$ cat src/rtl/correction_frame_ctrl.sv
`default_nettype none
// ============================================================================
// correction_frame_ctrl
//   Ping-pong frame sequencer: write addressing and complete-frame readout.
//   Rev 1.0
// ============================================================================
module correction_frame_ctrl #(
    parameter int ADDR_W       = 18,
    parameter int FRAME_PIXELS = 131072,
    parameter int RD_LAT       = 3
) (
    input  logic              clk,
    input  logic              rst,
    input  logic              sof,
    input  logic              din_valid,
    output logic              wr_en,
    output logic [ADDR_W-1:0] wr_addr,
    input  logic              rd_req,
    output logic              rd_en,
    output logic [ADDR_W-1:0] rd_cnt,
    output logic [ADDR_W-1:0] rd_base,
    output logic              dout_valid,
    output logic              frame_done,
    output logic              busy,
    output logic [7:0]        drop_cnt
);

    localparam logic [1:0] RD_IDLE   = 2'd0;
    localparam logic [1:0] RD_ACTIVE = 2'd1;
    localparam logic [1:0] RD_DONE   = 2'd2;

    localparam logic [ADDR_W-1:0] LAST_PIX   = ADDR_W'(FRAME_PIXELS - 1);
    localparam logic [ADDR_W-1:0] BANK1_BASE = ADDR_W'(FRAME_PIXELS);

    logic [1:0]        state_q, state_d;
    logic [ADDR_W-1:0] wr_cnt_q, wr_cnt_d;
    logic [ADDR_W-1:0] rd_cnt_q, rd_cnt_d;
    logic [1:0]        full_q, full_d;
    logic              wr_bank_q, wr_bank_d;
    logic              rd_bank_q, rd_bank_d;
    logic              last_bank_q, last_bank_d;
    logic [7:0]        drop_q, drop_d;
    logic [RD_LAT-1:0] lat_q;

    logic [ADDR_W-1:0] wr_idx;
    logic              new_frame;
    logic              sel_bank;
    logic              cur_bank;
    logic              wr_drop;
    logic              rd_drop;
    logic              rd_pick;
    logic [1:0]        eligible;

    // sof forces index 0 so a coincident pixel opens a fresh bank
    always_comb begin
        wr_idx    = sof ? '0 : wr_cnt_q;
        new_frame = (wr_idx == '0);
        if (state_q != RD_IDLE) begin
            sel_bank = ~rd_bank_q;
        end else if (full_q[0] != full_q[1]) begin
            sel_bank = full_q[0];
        end else begin
            sel_bank = ~last_bank_q;
        end
        cur_bank = new_frame ? sel_bank : wr_bank_q;
        wr_drop  = din_valid && new_frame && full_q[sel_bank];

        eligible[0] = full_q[0] && !(wr_bank_q == 1'b0 && wr_cnt_q != '0);
        eligible[1] = full_q[1] && !(wr_bank_q == 1'b1 && wr_cnt_q != '0);
        rd_drop     = (state_q == RD_IDLE) && (&eligible);
        rd_pick     = (&eligible) ? last_bank_q : eligible[1];
    end

    always_comb begin
        state_d     = state_q;
        wr_cnt_d    = wr_cnt_q;
        rd_cnt_d    = rd_cnt_q;
        full_d      = full_q;
        wr_bank_d   = wr_bank_q;
        rd_bank_d   = rd_bank_q;
        last_bank_d = last_bank_q;
        drop_d      = drop_q;

        case (state_q)
            RD_IDLE: begin
                if (|eligible) begin
                    state_d   = RD_ACTIVE;
                    rd_bank_d = rd_pick;
                    rd_cnt_d  = '0;
                    if (rd_drop) begin
                        full_d[~last_bank_q] = 1'b0;
                    end
                end
            end
            RD_ACTIVE: begin
                if (rd_req) begin
                    if (rd_cnt_q == LAST_PIX) begin
                        state_d = RD_DONE;
                    end else begin
                        rd_cnt_d = rd_cnt_q + ADDR_W'(1);
                    end
                end
            end
            RD_DONE: begin
                full_d[rd_bank_q] = 1'b0;
                rd_cnt_d          = '0;
                state_d           = RD_IDLE;
            end
            default: state_d = RD_IDLE;
        endcase

        if (sof) begin
            wr_cnt_d = '0;
        end
        // Writer never targets the bank under readout, so its set cannot collide with RD_DONE's clear
        if (din_valid) begin
            if (new_frame) begin
                wr_bank_d        = sel_bank;
                full_d[sel_bank] = 1'b0;
            end
            if (wr_idx == LAST_PIX) begin
                full_d[cur_bank] = 1'b1;
                last_bank_d      = cur_bank;
                wr_cnt_d         = '0;
            end else begin
                wr_cnt_d = wr_idx + ADDR_W'(1);
            end
        end

        if ((wr_drop || rd_drop) && drop_q != 8'hFF) begin
            drop_d = drop_q + 8'd1;
        end
    end

    always_ff @(posedge clk or negedge rst) begin
        if (!rst) begin
            state_q     <= RD_IDLE;
            wr_cnt_q    <= '0;
            rd_cnt_q    <= '0;
            full_q      <= '0;
            wr_bank_q   <= 1'b0;
            rd_bank_q   <= 1'b0;
            last_bank_q <= 1'b1;
            drop_q      <= '0;
            lat_q       <= '0;
        end else begin
            state_q     <= state_d;
            wr_cnt_q    <= wr_cnt_d;
            rd_cnt_q    <= rd_cnt_d;
            full_q      <= full_d;
            wr_bank_q   <= wr_bank_d;
            rd_bank_q   <= rd_bank_d;
            last_bank_q <= last_bank_d;
            drop_q      <= drop_d;
            lat_q       <= RD_LAT'({lat_q, rd_en});
        end
    end

    assign wr_en      = din_valid && rst;
    assign wr_addr    = (cur_bank ? BANK1_BASE : '0) + wr_idx;
    assign rd_en      = (state_q == RD_ACTIVE) && rd_req;
    assign rd_cnt     = rd_cnt_q;
    assign rd_base    = rd_bank_q ? BANK1_BASE : '0;
    assign dout_valid = lat_q[RD_LAT-1];
    assign frame_done = (state_q == RD_DONE);
    assign busy       = (state_q != RD_IDLE);
    assign drop_cnt   = drop_q;

endmodule
`default_nettype wire

$ cat config.mk
export PLATFORM = sky130hd
export DESIGN_NAME = correction_frame_ctrl
export DESIGN_NICKNAME = d
export VERILOG_FILES = /design/src/rtl/correction_frame_ctrl.sv
export SDC_FILE = /design/constraint.sdc
export NUM_CORES = 1
export LEC_CHECK = 0
export CAP_MARGIN = 0
export CORE_MARGIN = 4
export CORE_UTILIZATION = 45
export DETAILED_ROUTE_END_ITERATION = 6
export DONT_BUFFER_PORTS = 1
export PLACE_DENSITY = 0.57
export REMOVE_ABC_BUFFERS = 1
export SETUP_SLACK_MARGIN = 0.15
export SLEW_MARGIN = 20
export SYNTH_ARGS = -nofsm -noshare
export SYNTH_HDL_FRONTEND = slang
export SYNTH_SLANG_ARGS = --single-unit
$ cat constraint.sdc
create_clock -name clk -period 3.45 [get_ports clk]
set_input_delay 0.69 -clock clk [delete_from_list [all_inputs] [get_ports clk]]
set_output_delay 0.69 -clock clk [all_outputs]
set_load 0.05 [all_outputs]
==> results.md, run 1 <==
- The flow ran to the end, and the final reports show no timing, DRC or antenna violations.
- The count of cells in the finished layout, fillers not included, comes to 462.
- STA puts the critical path data required time at 2.76 ns.
- Cells fill 51.26% of the core in the end.
- The area of the die is 8510 um^2.
- After detailed routing, the number of remaining DRC violations is 0.
- The clock tree synthesis step divided the H-tree into 2 levels.
- After synthesis, the mean cell area works out to 9.232 um^2.
- The routed design has 6952 um of wire.
- The count of flip-flops with a built-in enable after synthesis is 0.
- For this design the static power due to leakage is 1.547 nW.
- Counting distinct cell types in the post-synthesis netlist gives 61.
- In this run the remaining antenna-violating nets after routing total 0.
- The number of input and output port buffers inserted is 0.
- The via count of the first global-routing pass came to 2332.
- In this run, synthesis produced a sequential element count of 54.
- 72 I/O pins were placed.
- In the post-synthesis netlist, the cell with the most instances is sky130_fd_sc_hd__dfrtp_1.
- Clock skew on the completed layout was measured at 0.01591 ns.
- The tree is rooted in a sky130_fd_sc_hd__clkbuf_8.
- The most critical setup path has its startpoint at wr_cnt_q[8]$_DFF_PN0_.
- The starting density of the core is 46.76%.
- The net count reported at finish is 374.
- Dividing total power by cell area gives a power density of 466.2 nW/um^2.
- The total cell area at the placement stage is 3372 um^2.
- The width of the die is 92.25 um.
- The worst hold slack across all endpoints is 0.05066 ns.
- The vertical die dimension is 92.25 um.
- Setup repair after global routing left no endpoint under its margin.
- The worst setup path is captured at a primary output.
- By count the netlist is led by sky130_fd_sc_hd__dfrtp_1, sky130_fd_sc_hd__nor2_1, sky130_fd_sc_hd__nand2_1.
- The end of the worst register-to-register path is rd_cnt[1]$_DFFE_PN0P_.
- The final setup TNS is 0 ns.
- No sink is reached through more buffers than the 2 on the longest clock path.
- Cells with a size suffix above 1 make up 14.21% of the layout.
- The finished cells cover 3502 um^2.
- Once routing completed, OpenROAD measured the worst setup slack at 0.3329 ns.
- Clock-pin slew was measured on the worst setup and hold paths at 0.11 ns.
- The worst setup path is launched from a register.
- The startpoint-to-endpoint class of the critical path is register to primary output.
- The number of clock sinks is 54.
- Entering global routing, the biggest net connects 56 pins.
- Across all register-to-register paths, the minimum setup slack is 0.99 ns.
- The launching point of the worst reg2reg path is rd_cnt[2]$_DFFE_PN0P_.
- Compared with the post-synthesis result, the final layout area differs by 9.636%.
- In this run the worst hold path is classified as input port to asynchronous set/reset pin.
- The maximum VDD drop is 0.3588 mV.
- By area the synthesized netlist is led by sky130_fd_sc_hd__dfrtp_1, sky130_fd_sc_hd__buf_4, sky130_fd_sc_hd__nor2_1.
- The fraction of registers with async set or reset after synthesis is 100.0%.
- The post-detailed-route via-to-cell ratio is 5.340.
- For the worst-skew pair, the clock arrives at the later sink with an insertion delay of 0.32 ns.
- The routed layout has 2467 vias.
- The area of the core is 6832 um^2.
- Clock tree synthesis inserted a total of 5 buffers.
- Based on the critical path, the design can be clocked at up to 320.8 MHz.
- The number of cells on the worst reg-to-reg path is 6.
- The post-synthesis instance total is 346.
- The count of pins over their slew limit is 0.
- The overall power of the completed layout is 1.633 mW.
- In this run the biggest area consumer among cell types represents 41.52% of the synthesized area.
- The antenna diode count is 0.
- The summed instance area of the synthesized netlist is 3194 um^2.
- The routability-driven placement congestion ratio is 0.8229.
- The worst slew margin relative to its limit is 35.07%.
- After legalization and detailed placement, the total HPWL measured 5151 um.
- The biggest fanout along the worst timing path is 5.
- The number of maximum-capacitance violations is 0.
- The setup slack after placement is 0.6191 ns.
- During synthesis, Yosys emitted a total of 0 warnings.
- The arrival time at the worst endpoint is 2.43 ns.
- The clock period could shrink to 3.117 ns.
- Of the synthesized area, sequential elements account for 42.34%.
- The number of placement rows is 30.
- The remaining global-route overflow is 0.
- For this run, the detailed router's first-pass iteration total came to 4.
- At the pin with the least slew margin, the transition time is 0.9704 ns.
- The most used flip-flop cell after synthesis is sky130_fd_sc_hd__dfrtp_1.
- The number of hold violations in the final report is 0.
- The initial antenna violation count was 0.
- Dividing the final minimum period by the clock period gives 90.35%.
- Global routing consumed, over all layers together, 16.78% of the routing resources.
- TritonCTS built the clock tree.
- The first-pass GRT wire length is 11650 um.
- The final setup violation count is 0.
- The synthesized design spends more area on one cell type than any other, namely sky130_fd_sc_hd__dfrtp_1.
- The instance count after placement with tap cells included is 454.
- The average wire per standard cell is 15.05 um.
- The count of buffers added by post-CTS timing repair for setup is 0.
- The first routing iteration left 85 violations.
## registers in the layout (all words and copies together), names as in the netlist
register / flops
drop_cnt: 8
full_q: 2
last_bank_q: 1
lat_q: 3
rd_bank_q: 1
rd_cnt: 18
state_q: 2
wr_bank_q: 1
wr_cnt_q: 18
## power by group
group          switching [mW]  internal, mW  leakage, nW  total, mW
combinational           0.223        0.0991        0.778      0.322
clock                   0.229         0.222       0.0591      0.451
sequential              0.176         0.684        0.710      0.860
## how the worst max path moves through the flow
| stage | endpoint | slack, ns |
|---|---|---|
| finish | wr_addr[17] | 0.33 |
| global route | wr_addr[17] | 0.19 |
| CTS | wr_addr[17] | 0.27 |
| detailed placement | wr_addr[17] | 0.62 |
| global placement | wr_addr[17] | 0.70 |
| floorplan | wr_addr[17] | 0.29 |
## critical path, cell delays in order (launching register included)
cell and delay (ns):
sky130_fd_sc_hd__dfrtp_1 0.43, sky130_fd_sc_hd__nor4_1 0.40, sky130_fd_sc_hd__nand4_2 0.24, sky130_fd_sc_hd__a21boi_2 0.27, sky130_fd_sc_hd__mux2_2 0.40, sky130_fd_sc_hd__xnor2_1 0.16, sky130_fd_sc_hd__buf_4 0.21
## timing repair
item | CTS | global route
endpoints found under the setup margin | 0 | 1
resized for setup | 0 | 4
hold buffers | 0 | 0
## cells by family (layout without fill, tap and decap cells)
logic type	count (synthesis)	in the layout	synth area share [%]
compound gates	52	52	11.79
xor+xnor	24	24	6.580
fa+ha+maj	4	4	1.567
buf+inv	37	41	6.541
flops	54	54	42.34
mux	7	7	2.428
other cells	1	17	0.1174
simple gates	167	167	28.63
## layout make-up
cell class              instances  area [um^2]
clock buffers                   5        68.82
clock inverters                 3        47.55
fillers                       655         3329
inverters                      11        45.04
multi-input cells             271         1702
flip-flops and latches         54         1354
well taps                      96        120.1
repair buffers                 22        165.2
## layer usage
metal  vias up  routed length [um]  global-route usage [%]
met4         0                  86                   4.827
met1      1162                3116                   22.54
met3         7                 534                   5.004
li1       1223                   -                       -
met2        75                3215                   26.22
met5         -                   0                       0
## cells in the final DEF, fill, tap and decap left out, types with 4 or more instances in the layout
cell type	n
sky130_fd_sc_hd__mux2_2	5
sky130_fd_sc_hd__conb_1	17
sky130_fd_sc_hd__o21ai_0	14
sky130_fd_sc_hd__nand4_1	8
sky130_fd_sc_hd__or3_1	6
sky130_fd_sc_hd__clkbuf_8	5
sky130_fd_sc_hd__dfrtp_1	52
sky130_fd_sc_hd__nand3b_1	5
sky130_fd_sc_hd__and2_1	4
sky130_fd_sc_hd__nor2b_1	16
sky130_fd_sc_hd__nor3_1	8
sky130_fd_sc_hd__xor2_1	12
sky130_fd_sc_hd__nand3_1	19
sky130_fd_sc_hd__a21oi_1	12
sky130_fd_sc_hd__nor2_1	34
sky130_fd_sc_hd__nor4_1	7
sky130_fd_sc_hd__ha_1	4
sky130_fd_sc_hd__and3_1	4
sky130_fd_sc_hd__buf_4	22
sky130_fd_sc_hd__inv_1	10
sky130_fd_sc_hd__nand2_1	31
sky130_fd_sc_hd__xnor2_1	12
Power figures use the tool's default switching activity.
==> run 2, diff against run 1 <==
--- a/config.mk
+++ b/config.mk
@@ -10,7 +10,6 @@
 export CORE_UTILIZATION = 45
 export DETAILED_ROUTE_END_ITERATION = 6
 export DONT_BUFFER_PORTS = 1
-export PLACE_DENSITY = 0.57
 export REMOVE_ABC_BUFFERS = 1
 export SETUP_SLACK_MARGIN = 0.15
 export SLEW_MARGIN = 20
==> run 2 against run 1 <==
  * Utilization is 0.73 points lower
  * Combinational power barely moved
  * Flip-flop and latch count unchanged
  * Die area stayed put
  * Via count fell by 0.73%
  * Critical path depth increased by 1
  * Register-to-register slack is essentially flat
  * Setup slack improved by 0.038 ns
  * Power decreased by 4.9%
  * Clock power is 18% lower
  * Largest power group unchanged
==> results.md, run 2 (synthesis results as in run 1) <==
- The vias after detailed routing is 2449 (-0.73%).
- The share of post-route cells with drive strength above 1 was 12.91% (-1.3 points).
- The number of hold violations in the final report is 0 (unchanged).
- The starting density of the core is 46.76% (unchanged).
- The area added between synthesis and finish is 8.069%.
- The arrival time at the worst endpoint is 2.39 ns (-0.04 ns).
- The number of top-level pins came to 72 (unchanged).
- The number of standard cells in the layout, taps in and fillers out is 460 (-0.43%).
- The vertical die dimension is 92.25 um (unchanged).
- The instance count after placement with tap cells included is 452 (-0.44%).
- The cell with the largest stage delay on the worst path is sky130_fd_sc_hd__dfrtp_1.
- The area of the core is 6832 um^2 (unchanged).
- STA classifies the critical path endpoint as a primary output.
- The number of DRC markers after the initial detailed-route iteration is 107 (+26%).
- The final routed wirelength across all metal layers is 6948 um (about the same).
- The first-pass iteration count of the detailed router is 4 (unchanged).
- The number of clock sinks is 54 (unchanged).
- The CTS buffer count came to 5 (unchanged).
- The number of placement rows is 30 (unchanged).
- The delay of the slowest cell on the worst path came to 0.49 ns (+0.06 ns).
- The all-layer global routing usage is 16.91% (+0.13 points).
- The placed wire-length estimate after detailed placement is 5105 um (-0.88%).
- The static power due to leakage was 1.526 nW (-1.4%).
- The final setup violation count is 0 (unchanged).
- The share of the core filled with cells in the final layout came to 50.53% (-0.73 points).
- By startpoint and endpoint, the worst setup path is classified as register to primary output.
- The count of buffers added by post-CTS timing repair for setup was 0 (unchanged).
- The number of maximum-capacitance violations is 0 (unchanged).
- The largest buffer count on any clock path is 2 (unchanged).
- The antenna diode count came to 0 (unchanged).
- The maximum VDD drop was 0.4620 mV (+29%).
- The count of instances resized after the clock tree is built is 0 (unchanged).
- The width of the die was 92.25 um (unchanged).
- The total cell area at the placement stage is 3357 um^2 (-0.45%).
- The time the final worst path needs with I/O delays and setup is 3.080 ns (-0.03755 ns).
- In the layout the commonest cells are sky130_fd_sc_hd__dfrtp_1, sky130_fd_sc_hd__nor2_1, sky130_fd_sc_hd__nand2_1, sky130_fd_sc_hd__buf_4, sky130_fd_sc_hd__nand3_1.
- In this run the worst setup path begins at state_q[0]$_DFFE_PN0P_.
- The worst hold path belongs to the class input port to asynchronous set/reset pin.
- The via count of the first global-routing pass was 2383 (+2.2%).
- The final design area excluding fillers came to 3452 um^2 (-1.4%).
- The count of pins over their slew limit is 0 (unchanged).
- The power density over the cells is 449.7 nW/um^2 (-3.6%).
- The post-detailed-route via-to-cell ratio is 5.324 (-0.30%).
- Clock tree synthesis selected as its root buffer the cell sky130_fd_sc_hd__clkbuf_8.
- The slew at the pin closest to its max-slew limit was 0.9631 ns (-0.007331 ns).
- The level count of the clock H-tree is 2 (unchanged).
- The initial antenna violation count was 0 (unchanged).
- The number of remaining DRC errors is 0 (unchanged).
- The worst slew margin relative to its limit is 35.56% (+0.49 points).
- The count of nets left with antenna violations after detail routing is 0 (unchanged).
- The required time at the worst-slack endpoint came to 2.76 ns (about the same).
- The routability-driven placement congestion ratio is 0.8147 (-1.0%).
- The signal on the critical path passes through nor2_2 > inv_1 > a211oi_1 > a21oi_1 > mux2_2 > xnor2_1 > buf_4.
- The launching point of the worst reg2reg path is rd_cnt[5]$_DFFE_PN0P_.
- TritonCTS built the clock tree.
- The worst clock skew is 0.003371 ns (-0.01254 ns).
- The leading cell type in the layout, fill and taps excluded is sky130_fd_sc_hd__dfrtp_1.
- The largest net degree at the start of global routing was 56 (unchanged).
- The average wire per standard cell was 15.10 um (+0.38%).
- The net count reported at finish is 372 (-0.53%).
- The kind of start point of the critical path is a register.
- The remaining global-route overflow was 0 (unchanged).
- The number of input and output port buffers inserted is 0 (unchanged).
- The final setup TNS is 0 ns (unchanged).
- The maximum clock frequency is 324.7 MHz (+1.2%).
- The flow ran to the end, and the final reports show no timing, DRC or antenna violations.
- The overall power of the completed layout is 1.552 mW (-4.9%).
- The clock network latency to the later pin of the worst-skew pair is 0.31 ns (about the same).
- The number of hold-repair buffers added at the cts stage came to 0 (unchanged).
- The biggest fanout along the worst timing path is 8 (+3).
- The part of the cycle the worst path needs is 89.26% (-1.1 points).
- Setup repair after global routing left no endpoint under its margin.
- The first-pass GRT wire length is 11610 um (-0.36%).
- The clock transition at the register clock pins on the worst setup and hold paths after CTS was 0.09 ns (-0.02 ns).
- The area of the die is 8510 um^2 (unchanged).
run 2: cell count changes in the layout (fill, tap and decap cells not counted), sizes merged:
cell	change
bufinv	-1
clkbuf	+2
clkinv	+1
buf	-2
clkinvlp	-1
inv	-1
run 2: per-layer routing:
metal  track usage (%)  wire (um)  vias to the layer above
met3             5.660        469                       10
met4             5.322        109                        0
met2             28.47       3370                       64
li1                  -          -                     1216
met5                 0          0                        -
met1             20.38       2999                     1159
run 2: power breakdown:
group | internal (mW) | switching (mW) | total [mW]
Sequential | 0.683 | 0.176 | 0.860
Combinational | 0.0988 | 0.223 | 0.322
Clock | 0.163 | 0.208 | 0.371
run 2: area by class of cell:
cell class	instances	area [um^2]
Fill cell	679	3379
Clock buffer	7	86.33
Multi-Input combinational cell	271	1697
Sequential cell	54	1353
Tap cell	96	120.1
Clock inverter	1	5.005
Timing Repair Buffer	20	150.1
Inverter	11	41.29
run 2: worst paths after layout:
| path | depth (start not counted) | slack [ns] | to |
|---|---|---|---|
| worst min register to register | 0 | 0.36 | lat_q[2]$_DFF_PN0_ |
| max in group asynchronous | 0 | 3.18 | last_bank_q$_DFFE_PN1P_ |
| worst max register to register | 6 | 0.99 | rd_cnt[1]$_DFFE_PN0P_ |
| worst min-delay path | 0 | 0.06 | wr_cnt_q[12]$_DFF_PN0_ |
| worst max-delay path | 7 | 0.37 | wr_addr[17] |
| min in group clk | 0 | 0.36 | lat_q[2]$_DFF_PN0_ |
run 2: worst max-delay path, delay by kind of cell, from the launching register on:
kind / cells / cell delay (ns)
buffers and inverters: 2 / 0.51
DFF: 1 / 0.49
AOI/OAI and AO/OA: 2 / 0.37
muxes: 1 / 0.35
and+or+nand+nor: 1 / 0.22
xor gates and xnor gates: 1 / 0.16
run 2: metrics by stage:
step | worst slack [ns] | hold WS (ns)
2_1_floorplan | 0.2874 | 0.3312
3_3_place_gp | 0.7014 | 0.3359
3_5_place_dp | 0.6821 | 0.3410
4_1_cts | 0.3506 | 0.05348
5_1_grt | 0.1656 | 0.03604
6_report | 0.3705 | 0.06373
==> run 3, diff against run 2 <==
--- a/config.mk
+++ b/config.mk
@@ -5,11 +5,13 @@
 export SDC_FILE = /design/constraint.sdc
 export NUM_CORES = 1
 export LEC_CHECK = 0
+export ABC_CLOCK_PERIOD_IN_PS = 3450
 export CAP_MARGIN = 0
 export CORE_MARGIN = 4
 export CORE_UTILIZATION = 45
 export DETAILED_ROUTE_END_ITERATION = 6
 export DONT_BUFFER_PORTS = 1
+export RECOVER_POWER = 25
 export REMOVE_ABC_BUFFERS = 1
 export SETUP_SLACK_MARGIN = 0.15
 export SLEW_MARGIN = 20
==> results of run 3 <==
Same layout as run 2: the final DEF is identical, and so are final timing and power.
